<file path="src/rtl/imuldiv_mul_pkg.sv">
// rtl/imuldiv_mul_pkg.sv - shared FSM encoding for the iterative multiplier
// Purpose: state type and state constants used by the multiplier control path.
// Ports: none (package).
package imuldiv_mul_pkg;

  typedef logic [1:0] state_t;

  localparam state_t IDLE = 2'd0;
  localparam state_t CALC = 2'd1;
  localparam state_t DONE = 2'd2;

endpackage

</file>
<file path="src/rtl/imuldiv_mul_iter_param_dpath.sv">
// rtl/imuldiv_mul_iter_param_dpath.sv - operand/product registers and shift-add logic
// Purpose: holds the magnitude-converted operands, the running partial product
//   and the result sign; performs one shift-add step per enabled cycle.
// Ports:
//   clk, reset        clock, asynchronous active-low reset
//   load              latch |op_a|, |op_b|, result sign; clear partial product
//   step              one shift-add iteration
//   op_a, op_b        W-bit request operands
//   op_signed         operands are two's complement
//   result            2W-bit signed-corrected product (valid once iterations finish)
//   b_rem_zero        multiplier bits above the current LSB are all zero
module imuldiv_mul_iter_param_dpath #(
  parameter int W = 32
) (
  input  logic           clk,
  input  logic           reset,
  input  logic           load,
  input  logic           step,
  input  logic [W-1:0]   op_a,
  input  logic [W-1:0]   op_b,
  input  logic           op_signed,
  output logic [2*W-1:0] result,
  output logic           b_rem_zero
);

  logic [2*W-1:0] a_reg;
  logic [2*W-1:0] res_reg;
  logic [W-1:0]   b_reg;
  logic           sign_reg;
  logic [W-1:0]   mag_a;
  logic [W-1:0]   mag_b;

  // The most-negative value negates to itself, which read unsigned is exactly
  // its magnitude, so no special case is needed.
  always_comb begin
    mag_a = (op_signed && op_a[W-1]) ? -op_a : op_a;
    mag_b = (op_signed && op_b[W-1]) ? -op_b : op_b;
  end

  always_ff @(posedge clk or negedge reset) begin
    if (!reset) begin
      a_reg    <= '0;
      b_reg    <= '0;
      res_reg  <= '0;
      sign_reg <= 1'b0;
    end else if (load) begin
      a_reg    <= {{W{1'b0}}, mag_a};
      b_reg    <= mag_b;
      res_reg  <= '0;
      sign_reg <= op_signed & (op_a[W-1] ^ op_b[W-1]);
    end else if (step) begin
      if (b_reg[0]) begin
        res_reg <= res_reg + a_reg;
      end
      a_reg <= a_reg << 1;
      b_reg <= b_reg >> 1;
    end
  end

  // Looks at the bits that will remain after this cycle's shift, so the FSM
  // can leave CALC on the same edge that consumes the last set bit.
  assign b_rem_zero = (b_reg[W-1:1] == '0);
  assign result     = sign_reg ? -res_reg : res_reg;

endmodule

</file>
<file path="src/rtl/imuldiv_mul_iter_param.sv">
// rtl/imuldiv_mul_iter_param.sv - parametrised iterative shift-add multiplier
// Purpose: full 2W-bit signed/unsigned product, one operation in flight,
//   optional early exit once the remaining multiplier bits are zero.
// Ports:
//   clk, reset            clock, asynchronous active-low reset
//   mulreq_msg_a/_b       W-bit operands (multiplicand / multiplier)
//   mulreq_msg_signed     1: two's-complement operands
//   mulreq_val/_rdy       request handshake
//   mulresp_msg_result    2W-bit product, meaningful while mulresp_val
//   mulresp_val/_rdy      response handshake
module imuldiv_mul_iter_param
  import imuldiv_mul_pkg::*;
#(
  parameter int W          = 32,
  parameter int EARLY_TERM = 1
) (
  input  logic           clk,
  input  logic           reset,
  input  logic [W-1:0]   mulreq_msg_a,
  input  logic [W-1:0]   mulreq_msg_b,
  input  logic           mulreq_msg_signed,
  input  logic           mulreq_val,
  output logic           mulreq_rdy,
  output logic [2*W-1:0] mulresp_msg_result,
  output logic           mulresp_val,
  input  logic           mulresp_rdy
);

  localparam int               CW         = $clog2(W);
  localparam logic [CW-1:0]    COUNT_LAST = CW'(W - 1);

  state_t        state;
  state_t        state_next;
  logic [CW-1:0] count;
  logic          load;
  logic          step;
  logic          b_rem_zero;
  logic          calc_done;

  assign mulreq_rdy  = (state == IDLE);
  assign mulresp_val = (state == DONE);
  assign load        = mulreq_val && mulreq_rdy;
  assign step        = (state == CALC);

  // The count exit is what bounds the counter; it never wraps.
  assign calc_done = (count == COUNT_LAST) || ((EARLY_TERM != 0) && b_rem_zero);

  always_comb begin
    state_next = state;
    case (state)
      IDLE:    if (load) state_next = CALC;
      CALC:    if (calc_done) state_next = DONE;
      DONE:    if (mulresp_rdy) state_next = IDLE;
      default: state_next = IDLE;
    endcase
  end

  always_ff @(posedge clk or negedge reset) begin
    if (!reset) begin
      state <= IDLE;
      count <= '0;
    end else begin
      state <= state_next;
      if (load) begin
        count <= '0;
      end else if (step) begin
        count <= count + CW'(1);
      end
    end
  end

  imuldiv_mul_iter_param_dpath #(.W(W)) u_dpath (
    .clk        (clk),
    .reset      (reset),
    .load       (load),
    .step       (step),
    .op_a       (mulreq_msg_a),
    .op_b       (mulreq_msg_b),
    .op_signed  (mulreq_msg_signed),
    .result     (mulresp_msg_result),
    .b_rem_zero (b_rem_zero)
  );

endmodule

</file>
<file path="config.mk">
export PLATFORM = sky130hd
export DESIGN_NAME = imuldiv_mul_iter_param
export DESIGN_NICKNAME = d
export VERILOG_FILES = /design/src/rtl/imuldiv_mul_pkg.sv /design/src/rtl/imuldiv_mul_iter_param_dpath.sv /design/src/rtl/imuldiv_mul_iter_param.sv
export SDC_FILE = /design/constraint.sdc
export NUM_CORES = 1
export LEC_CHECK = 0
export ABC_AREA = 1
export BUFFER_PORTS_ARGS = -buffer_cell sky130_fd_sc_hd__buf_2
export CAP_MARGIN = 20
export CORE_MARGIN = 3
export CORE_UTILIZATION = 45
export CTS_CLUSTER_DIAMETER = 150
export DETAILED_ROUTE_END_ITERATION = 10
export PLACE_DENSITY = 0.72
export SLEW_MARGIN = 20
export SYNTH_ARGS = -nofsm -noshare
export SYNTH_HDL_FRONTEND = slang
export SYNTH_SLANG_ARGS = --single-unit
</file>
<file path="constraint.sdc">
create_clock -name clk -period 4.86 [get_ports clk]
set_clock_uncertainty 0.2 [all_clocks]
set_input_delay 1.458 -clock clk [delete_from_list [all_inputs] [get_ports clk]]
set_output_delay 1.458 -clock clk [all_outputs]
set_load 0.02 [all_outputs]
</file>
# --- After elaboration in Yosys (flattened, before gate mapping) ---
# Index checks and enable logic that the tools add are counted.
op_classes:
  addsub: 5
  eq_ne: 6
  mux: 16
  bitwise: 2
  reduce_logical: 10
op_table:
  columns: ["cell", "n"]
  rows:
  - ["64-bit two-way mux", 6]
  - ["32-bit two-way mux", 4]
  - ["64-bit adder", 1]
  - ["32-bit negation", 2]
  - ["64-bit negation", 1]
  - ["31-bit logical NOT", 1]
  - ["5-bit two-way mux", 2]
  - ["2-bit two-way mux", 3]
  - ["2-bit by 1-bit inequality test with 1-bit output (second input constant)", 3]
  - ["2-bit case mux with 3 select lines", 1]
  - ["5-bit by 1-bit adder with 5-bit output (second input constant)", 1]
  - ["5-bit == test (second input constant)", 1]
  - ["2-bit nonzero test", 2]
  - ["1-bit logical AND", 3]
  - ["3-bit AND reduction", 1]
  - ["2-bit by 1-bit == test with 1-bit output (second input constant)", 1]
  - ["2-bit == test (second input constant)", 1]
  - ["2-bit logical NOT", 1]
  - ["2-bit AND reduction", 1]
  - ["1-bit bitwise AND", 1]
  - ["1-bit logical OR", 1]
  - ["1-bit bitwise XOR", 1]
word_totals:
  reg_bits: 168
  inputBits: 69
  output_inout_bits: 66
  wordCells: 45

# --- Depth between registers and ports, before layout ---
depth:
  ltp_word: 4
  depth_mapped: 16
  ltp_nobuf: 16

# --- Modules after synthesis ---
# A second synthesis with hierarchy kept.
unflattened:
  cells_unflattened: 2879
  hier_area_um2: 16746.1
modules_own_cells:
  columns: ["mod", "n_inst", "cells_each", "area_each_um2", "seq_area_each_um2"]
  rows:
  - ["imuldiv_mul_iter_param_dpath", 1, 2835, 16375.7, 4028.9]
  - ["imuldiv_mul_iter_param", 1, 44, 370.4, 175.2]

# --- Worst setup path after synthesis ---
# OpenSTA, ideal clock, no wires.
synth_path:
  path_type: "register -> output"
  from: "register u_dpath.res_reg[1]"
  to: "output mulresp_msg_result[56]"
  arrival_time_ns: 1.876
  t_required_ns: 3.202
  path_slack_ns: 1.326
  path_stages_with_launch: 12
  n_path_buf: 0
  cell_sequence: "dfrtp_1 inv_2 ha_1 nand3_4 nor2_4 nand2_2 nor2_4 nand3_2 nand2_4 nand3_4 nor2_4 xor2_1"
synth_via:
  elab_chain_len: 2
synth_rtl:
  columns: ["element", "line_no", "source"]
  rows:
  - ["from (decl)", "imuldiv_mul_iter_param_dpath.sv:27", "logic [2*W-1:0] res_reg;"]
  - ["from (signal assigned)", "imuldiv_mul_iter_param_dpath.sv:53", "res_reg <= res_reg + a_reg;"]
  - ["64-bit negation", "imuldiv_mul_iter_param_dpath.sv:63", "assign result = sign_reg ? -res_reg : res_reg;"]
  - ["64-bit two-way mux", "imuldiv_mul_iter_param_dpath.sv:63", null]
  - ["to (decl)", "imuldiv_mul_iter_param.sv:24", "output logic [2*W-1:0] mulresp_msg_result,"]
# No other way between the ends.

# --- Worst setup path after layout ---
layout_path:
  from: "register u_dpath.res_reg[1]"
  to: "output mulresp_msg_result[30]"
# Same word-level chain as after synthesis.

==> results.py <==
metrics = {
    "run_status": {
        "outcome": "completed",
    },
    "sta": {
        "tns_ns": 0,
        "slew_headroom_pct": 36.65,
        "hold_ws_ns": 0.3074,
        "finalWorstSetupSlack_ns": 0.4245,
        "slew_viol_final": 0,
        "hold_viol_final": 0,
        "min_period_over_period_pct": 91.27,
        "worst_pin_slew_ns": 0.9503,
        "period_needed_ns": 4.436,
        "max_freq_ghz": 0.2255,
        "setup_viol": 0,
        "rsz0062_at_grt": "false",
    },
    "setup_path": {
        "start_kind": "flop",
        "critPathBufInv": 3,
        "critical_path_required_ns": 3.20,
        "crit_chain": "inv_2, ha_1, nand3_4, nor2_4, nand2_2, nor2_4, inv_2, nor2_2, nand2_1, o21ai_1, xor2_1, buf_2",
        "crit_path_end_kind": "output pin",
        "crit_type": "reg2out",
        "r2r_slack_ns": 1.85,
        "worstReg2RegStart": "u_dpath.res_reg[2]",
        "critPathSlowestCell": "dfrtp_1",
        "arrival_ns": 2.78,
        "slowest_delay_ns": 0.43,
        "crit_family": "simple AND/OR/NAND/NOR gates",
        "cp-startpoint": "u_dpath.res_reg[1]",
        "worstPathMaxFanout": 4,
    },
    "synth": {
        "synth_fp_nets": 2932,
        "syn_area_per_cell_um2": 5.870,
        "synthCells": 2794,
        "synth.most_common_cell": "nand2_1",
        "yosys.area.top_type": "dfrtp_1",
        "yosys_most_used_dff": "dfrtp_1",
        "synth.area.top_cells": "dfrtp_1 (26%), nand2_1 (23%), inv_1 (11%)",
        "async_reset_ff_share_pct": 100.0,
        "ys_seq_elements": 168,
        "synth_edf_count": 0,
        "synth-seq-area-share_pct": 25.63,
        "synth_commonest_cells": "nand2_1 (1,025), inv_1 (500), nor2_1 (242), dfrtp_1 (168), nand3_1 (166)",
        "synth_cell_types": 48,
        "yosysWarnings": 0,
        "yosysTopAreaCellShare_pct": 25.63,
        "synth_area_um2": 16400,
    },
    "global_route": {
        "overflow": 0,
        "first_global_vias": 17040,
        "grt_pass1_wl_um": 91650,
        "grt_max_degree": 91,
        "grt_usage_pct": 30.36,
        "antenna_found_initial": 1,
    },
    "cts": {
        "cts_buffer_depth": 2,
        "post_cts_buffers": 0,
        "clockRootBuffer": "clkbuf_16",
        "cts_resized": 0,
        "cts_sinks": 168,
        "cts_made_buffers": 17,
        "cts_hold_buffers": 0,
        "clk_latency_ns": 0.45,
        "htree_levels": 4,
        "cts_tree": "built",
        "clk_pin_slew_ns": 0.07,
    },
    "power_and_ir_drop": {
        "ir_worst_vdd_mv": 0.4235,
        "power_density_nw_per_um2": 756.9,
        "p_leak_uw": 0.01012,
    },
    "floorplan": {
        "die_area_um2": 38770,
        "start_util_pct": 45.89,
        "die_x_um": 196.9,
        "coreArea_um2": 35740,
        "io_pins": 135,
        "fp.dieH_um": 196.9,
        "rows": 69,
    },
    "worst_hold_path": {
        "min_from": "u_dpath.a_reg[63]",
        "worstHoldPathType": "reg2reg",
    },
    "cells_and_area": {
        "drive_above_1_share_pct": 8.130,
        "nNetsFinal": 3040,
        "n_antenna_cell": 0,
        "utilization_pct": 50.58,
        "area_growth_pct": 10.24,
        "final_cells": 3376,
    },
    "placed_design": {
        "dp_hpwl_um": 47650,
        "place_ws_ns": 0.9116,
        "place_congestion": 1.044,
        "post-place-cells": 3344,
        "numPortBuffers": 134,
    },
    "route": {
        "first_pass_iters": 6,
        "vias_per_cell": 5.300,
        "wl_um": 59060,
        "routedWlPerCell_um": 17.50,
        "drc": 0,
        "first_iter_violations": 1600,
        "ant_nets": 0,
        "route.vias.total": 17890,
    },
    "job": {
        "maxCapViolCount": 0,
    },
}
==> layout make-up <==
class,instances,area [um^2]
inverter,513,1926
timing repair buffer,148,794.5
sequential,168,4205
multi-input combinational,2054,10010
fill,3808,17660
clock inverter,15,141.4
clock buffer,17,425.4
tap,461,576.8
==> worst register-to-register path, stage by stage, from the launching register on <==
cell and delay (ns):
dfrtp_1 0.39, ha_1 0.37, nand3_1 0.29, nand3_1 0.37
nand2_1 0.16, nand2_1 0.14, nand2_1 0.10, nand2_1 0.13
nand2_1 0.11, nand2_2 0.13, nand2_1 0.23, nand3_1 0.11
nand3_1 0.11, nand2_1 0.06
==> routing by layer <==
metal	up-vias	wire length, um	track usage, %
li1	8908	-	-
met1	8193	26090	41.83
met2	683	25490	46.67
met3	108	5132	6.479
met4	0	2348	12.12
met5	-	0	0
==> report_power, final <==
group | internal (uW) | switching [uW] | total, uW | leakage (uW)
clock network | 676 | 671 | 1350 | 0.000265
logic | 2850 | 6590 | 9440 | 0.00775
registers | 2070 | 832 | 2900 | 0.00210
==> per-stage QoR <==
step,total power [uW],cell area [um^2]
floorplan,9016,16400
CTS,13510,18080
detailed placement,12110,17510
global route,14820,18080
finish,13680,18080
global placement,11990,17510
==> placed cells by master, fill, tap and decap left out, types with 10 or more instances in the layout <==
master / instances
nor2_2: 10
clkbuf_16: 17
xor2_1: 80
buf_4: 13
nand4_1: 39
nand2_1: 1025
inv_1: 500
o211ai_1: 15
inv_2: 12
ha_1: 68
a21oi_1: 80
buf_2: 133
o22ai_1: 40
o21ai_0: 152
dfrtp_1: 167
nand3_1: 166
nor4_1: 17
xnor2_1: 11
nor2_1: 242
o21ai_1: 18
nor3_1: 27
==> final timing paths <==
kind / endpoint / depth (start not counted)
max reg2reg: u_dpath.res_reg[63] / 13
min reg2reg: u_dpath.a_reg[63] / 2
min: u_dpath.a_reg[63] / 2
min in group asynchronous: u_dpath.res_reg[6] / 1
max: mulresp_msg_result[30] / 12
max in group asynchronous: u_dpath.a_reg[56] / 2
==> logic make-up after synthesis <==
logic type	synth area share, %
DFF	25.63
buffers and inverters	13.33
and+or+nand+nor	39.56
adders and majority gates	5.310
xor gates and xnor gates	4.959
AOI/OAI and AO/OA	11.21
Power figures use the tool's default switching activity.
